**config.mk**
```make
export PLATFORM = sky130hd
export DESIGN_NAME = bus_ctrl55_flat
export DESIGN_NICKNAME = d
export VERILOG_FILES = /design/src/rtl/bus_ctrl55_if.sv /design/src/rtl/bus_ctrl55.sv /design/src/flat_wrapper.sv
export SDC_FILE = /design/constraint.sdc
export NUM_CORES = 1
export LEC_CHECK = 0
export ABC_AREA = 0
export CELL_PAD_IN_SITES_DETAIL_PLACEMENT = 2
export CELL_PAD_IN_SITES_GLOBAL_PLACEMENT = 2
export CORE_UTILIZATION = 29
export CTS_BUF_LIST = sky130_fd_sc_hd__clkbuf_2 sky130_fd_sc_hd__clkbuf_4 sky130_fd_sc_hd__clkbuf_8
export CTS_CLUSTER_DIAMETER = 80
export DETAILED_ROUTE_END_ITERATION = 8
export MAX_ROUTING_LAYER = met4
export PLACE_DENSITY_LB_ADDON = 0.1
export SLEW_MARGIN = 20
export SYNTH_ARGS = -nofsm -noshare
export SYNTH_HDL_FRONTEND = slang
export SYNTH_SLANG_ARGS = --single-unit
```
**constraint.sdc**
```tcl
create_clock -name clk -period 1.9 [get_ports clk]
set_clock_uncertainty 0.2 [all_clocks]
set_input_delay 0.57 -clock clk [delete_from_list [all_inputs] [get_ports clk]]
set_output_delay 0.57 -clock clk [all_outputs]
set_load 0.05 [all_outputs]
```
**src/rtl/bus_ctrl55_if.sv**
```systemverilog
// ---------------------------------------------------------------------------
// bus_ctrl55_if
// Groups the core-side request/response signals and the memory-side
// transaction signals of bus_ctrl55 into one bundle.
//
//   cpu_bc_req/rw/addr/data : core request (driven by core)
//   bc_cpu_data             : read data returned to the core
//   bc_cpu_stall            : core must hold its request stable
//   mem_en/we/addr/wdata    : memory transaction (driven by controller)
//   mem_rdata/mem_ack       : memory response (driven by memory)
//   bus_err                 : sticky timeout flag
//
// Modports: slave  - the controller's view (serves core requests)
//           master - the environment's view (core + memory)
// ---------------------------------------------------------------------------
interface bus_ctrl55_if;
  logic        cpu_bc_req;
  logic        cpu_bc_rw;
  logic [31:0] cpu_bc_addr;
  logic [31:0] cpu_bc_data;
  logic [31:0] bc_cpu_data;
  logic        bc_cpu_stall;
  logic        mem_en;
  logic        mem_we;
  logic [31:0] mem_addr;
  logic [31:0] mem_wdata;
  logic [31:0] mem_rdata;
  logic        mem_ack;
  logic        bus_err;

  modport slave (
    input  cpu_bc_req, cpu_bc_rw, cpu_bc_addr, cpu_bc_data,
    input  mem_rdata, mem_ack,
    output bc_cpu_data, bc_cpu_stall,
    output mem_en, mem_we, mem_addr, mem_wdata,
    output bus_err
  );

  modport master (
    output cpu_bc_req, cpu_bc_rw, cpu_bc_addr, cpu_bc_data,
    output mem_rdata, mem_ack,
    input  bc_cpu_data, bc_cpu_stall,
    input  mem_en, mem_we, mem_addr, mem_wdata,
    input  bus_err
  );
endinterface

```
**src/rtl/bus_ctrl55.sv**
```systemverilog
// ---------------------------------------------------------------------------
// bus_ctrl55
// Executes single-beat core requests one at a time on a variable-latency
// memory port. Writes are posted into a one-entry buffer; reads stall the
// core until data (or a timeout) returns. A transaction that sees no ack for
// TIMEOUT cycles is aborted and sets the sticky bus_err flag.
//
// Ports:
//   clk  - system clock, rising edge
//   rst  - synchronous reset, active low
//   bus  - bus_ctrl55_if.slave (core request/response + memory port)
// ---------------------------------------------------------------------------
module bus_ctrl55 #(
  parameter int TIMEOUT = 15
) (
  input  logic         clk,
  input  logic         rst,
  bus_ctrl55_if.slave  bus
);

  localparam int CW = $clog2(TIMEOUT + 1);
  localparam logic [CW-1:0] CNT_LAST = CW'(TIMEOUT - 1);

  typedef enum logic [1:0] {M_IDLE, M_WRITE, M_READ, M_RESP} state_t;

  state_t        state_q, state_d;
  logic [CW-1:0] cnt_q, cnt_d;
  logic          wb_valid_q, wb_valid_d;
  logic [31:0]   wb_addr_q, wb_addr_d;
  logic [31:0]   wb_data_q, wb_data_d;
  logic          en_q, en_d;
  logic          we_q, we_d;
  logic [31:0]   addr_q, addr_d;
  logic [31:0]   wdata_q, wdata_d;
  logic [31:0]   rdata_q, rdata_d;
  logic          err_q, err_d;
  logic          expired;

  // Abort fires on the last allowed cycle only if the memory stays silent;
  // an ack in that same cycle wins.
  assign expired = (cnt_q == CNT_LAST) && !bus.mem_ack;

  // Reads hold the core until the response cycle; writes only while the
  // buffer is occupied (no bypass on the draining cycle).
  assign bus.bc_cpu_stall = bus.cpu_bc_req &
                            (bus.cpu_bc_rw ? wb_valid_q : (state_q != M_RESP));

  always_comb begin
    // NOTE: every signal gets a default before the case so no path leaves it
    // unassigned; an unassigned path would infer a latch.
    state_d    = state_q;
    cnt_d      = cnt_q;
    wb_valid_d = wb_valid_q;
    wb_addr_d  = wb_addr_q;
    wb_data_d  = wb_data_q;
    en_d       = en_q;
    we_d       = we_q;
    addr_d     = addr_q;
    wdata_d    = wdata_q;
    rdata_d    = rdata_q;
    err_d      = err_q;

    // Buffer load and buffer drain are mutually exclusive: loading needs an
    // empty buffer, draining happens only in M_WRITE with a full one.
    if (bus.cpu_bc_req && bus.cpu_bc_rw && !wb_valid_q) begin
      wb_valid_d = 1'b1;
      wb_addr_d  = bus.cpu_bc_addr;
      wb_data_d  = bus.cpu_bc_data;
    end

    unique case (state_q)
      M_IDLE: begin
        if (wb_valid_q) begin
          state_d = M_WRITE;
          en_d    = 1'b1;
          we_d    = 1'b1;
          addr_d  = wb_addr_q;
          wdata_d = wb_data_q;
          cnt_d   = '0;
        end else if (bus.cpu_bc_req && !bus.cpu_bc_rw) begin
          state_d = M_READ;
          en_d    = 1'b1;
          we_d    = 1'b0;
          addr_d  = bus.cpu_bc_addr;
          cnt_d   = '0;
        end
      end
      M_WRITE: begin
        if (bus.mem_ack || expired) begin
          state_d    = M_IDLE;
          en_d       = 1'b0;
          wb_valid_d = 1'b0;
          if (!bus.mem_ack) err_d = 1'b1;
        end else begin
          cnt_d = cnt_q + CW'(1);
        end
      end
      M_READ: begin
        if (bus.mem_ack) begin
          state_d = M_RESP;
          en_d    = 1'b0;
          rdata_d = bus.mem_rdata;
        end else if (expired) begin
          state_d = M_RESP;
          en_d    = 1'b0;
          rdata_d = 32'hFFFF_FFFF;
          err_d   = 1'b1;
        end else begin
          cnt_d = cnt_q + CW'(1);
        end
      end
      M_RESP: state_d = M_IDLE;
      default: state_d = M_IDLE;
    endcase
  end

  // NOTE: sequential state uses non-blocking assignments so every register
  // samples the pre-edge values regardless of statement order.
  always_ff @(posedge clk) begin
    if (!rst) begin
      state_q    <= M_IDLE;
      cnt_q      <= '0;
      wb_valid_q <= 1'b0;
      wb_addr_q  <= '0;
      wb_data_q  <= '0;
      en_q       <= 1'b0;
      we_q       <= 1'b0;
      addr_q     <= '0;
      wdata_q    <= '0;
      rdata_q    <= '0;
      err_q      <= 1'b0;
    end else begin
      state_q    <= state_d;
      cnt_q      <= cnt_d;
      wb_valid_q <= wb_valid_d;
      wb_addr_q  <= wb_addr_d;
      wb_data_q  <= wb_data_d;
      en_q       <= en_d;
      we_q       <= we_d;
      addr_q     <= addr_d;
      wdata_q    <= wdata_d;
      rdata_q    <= rdata_d;
      err_q      <= err_d;
    end
  end

  assign bus.mem_en      = en_q;
  assign bus.mem_we      = we_q;
  assign bus.mem_addr    = addr_q;
  assign bus.mem_wdata   = wdata_q;
  assign bus.bc_cpu_data = rdata_q;
  assign bus.bus_err     = err_q;

endmodule

```
**src/flat_wrapper.sv**
```systemverilog
// flat-port wrapper written by rule: the top's interface ports become plain ports
module bus_ctrl55_flat 
#(
  parameter int TIMEOUT = 15
)
  (clk, rst, bus_cpu_bc_req, bus_cpu_bc_rw, bus_cpu_bc_addr, bus_cpu_bc_data, bus_mem_rdata, bus_mem_ack, bus_bc_cpu_data, bus_bc_cpu_stall, bus_mem_en, bus_mem_we, bus_mem_addr, bus_mem_wdata, bus_bus_err);
  bus_ctrl55_if bus_i ();
  input  logic clk;
  input  logic rst;
  input wire logic [$bits(bus_i.cpu_bc_req)-1:0] bus_cpu_bc_req;
  input wire logic [$bits(bus_i.cpu_bc_rw)-1:0] bus_cpu_bc_rw;
  input wire logic [$bits(bus_i.cpu_bc_addr)-1:0] bus_cpu_bc_addr;
  input wire logic [$bits(bus_i.cpu_bc_data)-1:0] bus_cpu_bc_data;
  input wire logic [$bits(bus_i.mem_rdata)-1:0] bus_mem_rdata;
  input wire logic [$bits(bus_i.mem_ack)-1:0] bus_mem_ack;
  output wire logic [$bits(bus_i.bc_cpu_data)-1:0] bus_bc_cpu_data;
  output wire logic [$bits(bus_i.bc_cpu_stall)-1:0] bus_bc_cpu_stall;
  output wire logic [$bits(bus_i.mem_en)-1:0] bus_mem_en;
  output wire logic [$bits(bus_i.mem_we)-1:0] bus_mem_we;
  output wire logic [$bits(bus_i.mem_addr)-1:0] bus_mem_addr;
  output wire logic [$bits(bus_i.mem_wdata)-1:0] bus_mem_wdata;
  output wire logic [$bits(bus_i.bus_err)-1:0] bus_bus_err;
  assign bus_i.cpu_bc_req = bus_cpu_bc_req;
  assign bus_i.cpu_bc_rw = bus_cpu_bc_rw;
  assign bus_i.cpu_bc_addr = bus_cpu_bc_addr;
  assign bus_i.cpu_bc_data = bus_cpu_bc_data;
  assign bus_i.mem_rdata = bus_mem_rdata;
  assign bus_i.mem_ack = bus_mem_ack;
  assign bus_bc_cpu_data = bus_i.bc_cpu_data;
  assign bus_bc_cpu_stall = bus_i.bc_cpu_stall;
  assign bus_mem_en = bus_i.mem_en;
  assign bus_mem_we = bus_i.mem_we;
  assign bus_mem_addr = bus_i.mem_addr;
  assign bus_mem_wdata = bus_i.mem_wdata;
  assign bus_bus_err = bus_i.bus_err;
  bus_ctrl55 #(.TIMEOUT(TIMEOUT)) u_core (.clk(clk), .rst(rst), .bus(bus_i));
endmodule
```
## Word level (Yosys, flattened, before mapping)

Cells that the tools add are included.

- Register bits: 170
- Word-level logic and storage cells: 79

- $add $sub $neg: 1
- Equality and inequality tests: 13
- Multiplexer cells: 33
- Bitwise logic cells: 1
- Reduce and logical (&&, ||, !) cells: 20

Operators by type and width:

| cell | number |
|---|---|
| $mux W32 | 4 |
| $mux W4 | 5 |
| $mux W1 | 15 |
| $pmux W4 S3 | 1 |
| $mux W2 | 5 |
| $ne A2 B2 Y1 const B | 5 |
| $reduce_and A5 Y1 | 2 |
| $pmux W2 S4 | 1 |
| $reduce_and A2 Y1 | 3 |
| $reduce_bool A2 Y1 | 3 |
| $add A4 B1 Y4 const B | 1 |
| $eq A2 B2 Y1 const B | 2 |
| $eq A4 B4 Y1 const B | 1 |
| $logic_and A1 B1 Y1 | 4 |
| $ne A2 B1 Y1 const B | 2 |
| $reduce_and A4 Y1 | 1 |
| $logic_not A1 Y1 | 3 |
| $ne A3 B1 Y1 const B | 1 |
| $ne A3 B2 Y1 const B | 1 |
| $pmux W1 S3 | 1 |
| $reduce_and A3 Y1 | 1 |
| $reduce_bool A3 Y1 | 1 |
| $eq A2 B1 Y1 const B | 1 |
| $logic_not A2 Y1 | 1 |
| other kinds (3) | 3 |

## Depth between registers and ports, before layout

- Word-level depth: 5
- Depth in mapped cells: 7
- Gate-level depth less buffers: 6

## Worst setup path before layout

No wires, ideal clock.

- Path kind: register -> output
- Start: register u_core.wb_valid_q
- End: output bus_bc_cpu_stall
- Arrival time: 1.330 ns
- Setup slack: -0.200 ns
- Cell stages (with the launch flop): 7
- Buffers on the path: 3
- Cells stage by stage: dfxtp_1 > buf_6 > buf_6 > buf_2 > nand2_1 > o21ai_0 > and2_1

- Cells in the longest elaborated chain, start to end: 2

RTL lines:

| what | line | RTL |
|---|---|---|
| start: declaration | bus_ctrl55.sv:28 | `logic wb_valid_q, wb_valid_d;` |
| start signal: assignment | bus_ctrl55.sv:135 | `wb_valid_q <= wb_valid_d;` |
| $mux W1 | bus_ctrl55.sv:46 | `(bus.cpu_bc_rw ? wb_valid_q : (state_q != M_RESP));` |
| $and A1 B1 Y1 | bus_ctrl55.sv:45 | `assign bus.bc_cpu_stall = bus.cpu_bc_req &` |
| end: declaration | flat_wrapper.sv:17 | `output wire logic [$bits(bus_i.bc_cpu_stall)-1:0] bus_bc_cpu_stall;` |

Every way passes these cells.

## Worst setup path in the final report

- Start: register u_core.state_q[0]
- End: output bus_bc_cpu_stall

- Cells in the longest elaborated chain, start to end: 3

RTL lines:

| what | line | RTL |
|---|---|---|
| start: declaration | bus_ctrl55.sv:26 | `state_t state_q, state_d;` |
| start signal: assignment | bus_ctrl55.sv:133 | `state_q <= state_d;` |
| $ne A2 B2 Y1 | bus_ctrl55.sv:46 |  |
| $mux W1 | bus_ctrl55.sv:46 |  |
| $and A1 B1 Y1 | bus_ctrl55.sv:45 |  |

Every way passes these cells.

==> results.sh <==
export IMPL_outcome="finished with violations"
export IMPL_failed_checks="negative setup slack"
export IMPL_p_leak_nw=4.321
export IMPL_ctsLongestPathBuffers=2
export IMPL_clock_sinks=170
export IMPL_p_total_mw=12.40
export IMPL_hp_start="u_core.wb_data_q[17]"
export IMPL_fillers=2336
export IMPL_yosysWarnings=0
export IMPL_clkLatencyLatePin_ns=0.45
export IMPL_synthArstFlopShare=0
export IMPL_synth_area_top_cells="dfxtp_1 50%, nand2_1 13%, a21boi_1 9.9%"
export IMPL_dieArea_mm2=0.02422
export IMPL_viasPerCell=4.782
export IMPL_wire_per_inst_um=17.97
export IMPL_drt_initial_drc_count=234
export IMPL_worstReg2RegStart="u_core.cnt_q[0]"
export IMPL_drv_slew=0
export IMPL_drive_gt1_frac=0.2336
export IMPL_fp_dieH_um=155.6
export IMPL_setup_ws_ns=-0.3202
export IMPL_worstHoldPathType="flip-flop to flip-flop"
export IMPL_worstPathArrival_ns=1.45
export IMPL_crit_type="flip-flop to output port"
export IMPL_numCtsBuffers=17
export IMPL_hold_end="u_core.bus.mem_wdata[17]"
export IMPL_htreeDepth=4
export IMPL_core_area_mm2=0.02292
export IMPL_path_clk_slew_ns=0.09
export IMPL_root_buffer="clkbuf_8"
export IMPL_slew_headroom=0.7693
export IMPL_cp_cell_sequence="buf_6, ha_4, o21ai_2, and2_4, buf_12"
export IMPL_yosysTopAreaCell="dfxtp_1"
export IMPL_ant_nets=0
export IMPL_min_path_cells=2
export IMPL_dp_hpwl_mm=15.29
export IMPL_endpoint_kind="output port"
export IMPL_syn_area_per_cell_um2=9.640
export IMPL_grt_pass1_vias=6561
export IMPL_finalCritPeriodShare=1.169
export IMPL_placementRows=55
export IMPL_synth_top_cell_area_share=0.4973
export IMPL_place_port_buffers=200
export IMPL_grt_overflow_total=0
export IMPL_area_delta_synth_final_pct=56.25
export IMPL_antenna_cells=0
export IMPL_grt_util_all_layers=0.1906
export IMPL_hold_violations=0
export IMPL_fmax_mhz=450.4
export IMPL_finalSetupViolations=1
export IMPL_drtPass1Iterations=4
export IMPL_wirelength_mm=22.08
export IMPL_worstMarginPinSlew_ns=0.3461
export IMPL_start_util=0.2987
export IMPL_ioPinCount=201
export IMPL_synth_edff_count=0
export IMPL_vdd_drop_max_uv=511.9
export IMPL_dieWidth_um=155.6
export IMPL_synth_most_common_cell="nand2_1"
export IMPL_rsz0062_at_grt="yes"
export IMPL_path_buf_inv=2
export IMPL_grt_max_degree=49
export IMPL_p_per_area_mw_per_mm2=1160
export IMPL_place_inst=1193
export IMPL_setup_worst_path_start_class="flip-flop"
export IMPL_r2r_end="u_core.cnt_q[3]"
export IMPL_worst_hold_slack_ns=0.2562
export IMPL_antenna_found_initial=0
export IMPL_ys_top_cells_by_count="236 x nand2_1, 170 x dfxtp_1, 90 x a21boi_1, 35 x o211a_1, 34 x mux2i_1"
export IMPL_cts_tree="built"
export IMPL_cp_slowest_stage_delay_ns=0.34
export IMPL_synth_cell_types=36
export IMPL_synth_cells=710
export IMPL_period_minus_slack_ns=2.220
export IMPL_worstPathMaxFanout=2
export IMPL_syn_num_nets=818
export IMPL_cp_required_ns=1.13
export IMPL_critPathTopFamily="flip-flops"
export IMPL_drc=0
export IMPL_synth_seq_cells=170
export IMPL_rr_worst_depth=7
export IMPL_worst_path_max_delay_cell="dfxtp_2"
export IMPL_syn_area_mm2=0.006844
export IMPL_cp_num_cells=5
export IMPL_via_count=5877
export IMPL_ys_flop_type="dfxtp_1"
export IMPL_drv_cap=0
export IMPL_grt_pass1_wl_mm=34.86
export IMPL_fin_cells=1229
export IMPL_final_nets=1011
export IMPL_yosysSeqAreaShare=0.4973
export IMPL_regToRegSetupSlack_ns=0.07
export IMPL_finish_utilization=0.4667
export IMPL_gp_congestion=0.7098
routing by layer:
metal / vias to the layer above / track usage / wire length, um
met5: - / - / 0
met4: 0 / 0.05976 / 384
met3: 26 / 0.03722 / 857
met2: 131 / 0.3350 / 11620
met1: 2914 / 0.2176 / 9222
li1: 2806 / - / -
timing repair:
action	4_1_cts	5_1_grt
hold buffers	0	0
buffers inserted	1	2
gates resized for setup	9	2
pin swaps	2	1
endpoints found under the setup margin	34	36
gates cloned	1	0
placed cells by master, fill, tap and decap left out, types with 2 or more instances in the layout:
cell type,n
nor3b_1,2
buf_4,17
dfxtp_2,2
nand2_1,236
clkinv_4,5
nor2b_4,3
inv_6,4
nand2b_1,3
inv_1,6
clkdlybuf4s50_1,98
ha_2,2
o22ai_1,2
mux2i_1,34
a21boi_0,8
a21boi_1,90
dfxtp_1,168
and2_1,2
clkbuf_8,19
buf_12,114
nor2b_1,2
o211a_1,35
o221a_2,32
o21a_1,2
ha_1,4
power breakdown:
part	total, mW	internal (mW)	switching, mW
Sequential	4.56	4.06	0.505
Combinational	5.25	2.55	2.70
Clock	2.59	1.14	1.45
logic make-up (layout without fill, tap and decap cells):
family,Yosys count,count (layout),share of synthesized area
muxes,34,34,0.04973
buffers and inverters,64,269,0.06143
AOI/OAI and AO/OA,178,178,0.2283
adders and majority gates,7,7,0.01280
and+or+nand+nor,257,258,0.1505
DFF,170,170,0.4973
through the flow:
| step | setup slack [ns] | setup TNS (ns) | area, um^2 |
|---|---|---|---|
| finish | -0.3202 | -0.3202 | 10690 |
| global placement | -0.7995 | -64.98 | 10210 |
| detailed placement | -0.5010 | -58.90 | 10210 |
| CTS | -0.3833 | -0.3833 | 10650 |
| floorplan | 0.03991 | 0 | 6849 |
| global route | -0.3971 | -0.4667 | 10690 |
worst reg2reg max path: cells and delay by family, from the launching register on:
kind	cells	cell delay, ns
AO/OA/AOI/OAI	3	0.67
adder cells (fa/ha/maj)	1	0.25
buffers and inverters	2	0.21
flip-flops	1	0.34
AND/OR/NAND/NOR	1	0.08
state kept, by name, summed over array words and instances, names as in the netlist:
register and flops:
u_core.bus.bc_cpu_data 32, u_core.bus.bus_err 1, u_core.wb_valid_q 1, u_core.bus.mem_addr 32
u_core.bus.mem_en 1, u_core.cnt_q 4, u_core.bus.mem_wdata 32, u_core.bus.mem_we 1
u_core.wb_data_q 32, u_core.state_q 2, u_core.wb_addr_q 32
cell type report:
cell class	count	area [um^2]	area share
Clock buffer	19	261.5	0.02445
Clock inverter	13	132.6	0.01240
Inverter	6	22.52	0.002106
Multi-Input combinational cell	477	3069	0.2870
Sequential cell	170	3406	0.3185
Tap cell	313	391.6	0.03662
Timing Repair Buffer	231	3411	0.3189
how the worst max path moves through the flow:
stage / from / end / slack, ns
floorplan: u_core.wb_valid_q / bus_bc_cpu_stall / 0.04
global placement: bus_mem_ack / u_core.bus.bc_cpu_data[8] / -0.80
detailed placement: bus_cpu_bc_rw / u_core.wb_addr_q[31] / -0.50
CTS: u_core.state_q[0] / bus_bc_cpu_stall / -0.38
global route: u_core.state_q[0] / bus_bc_cpu_stall / -0.40
finish: u_core.state_q[0] / bus_bc_cpu_stall / -0.32
Power figures use the tool's default switching activity.
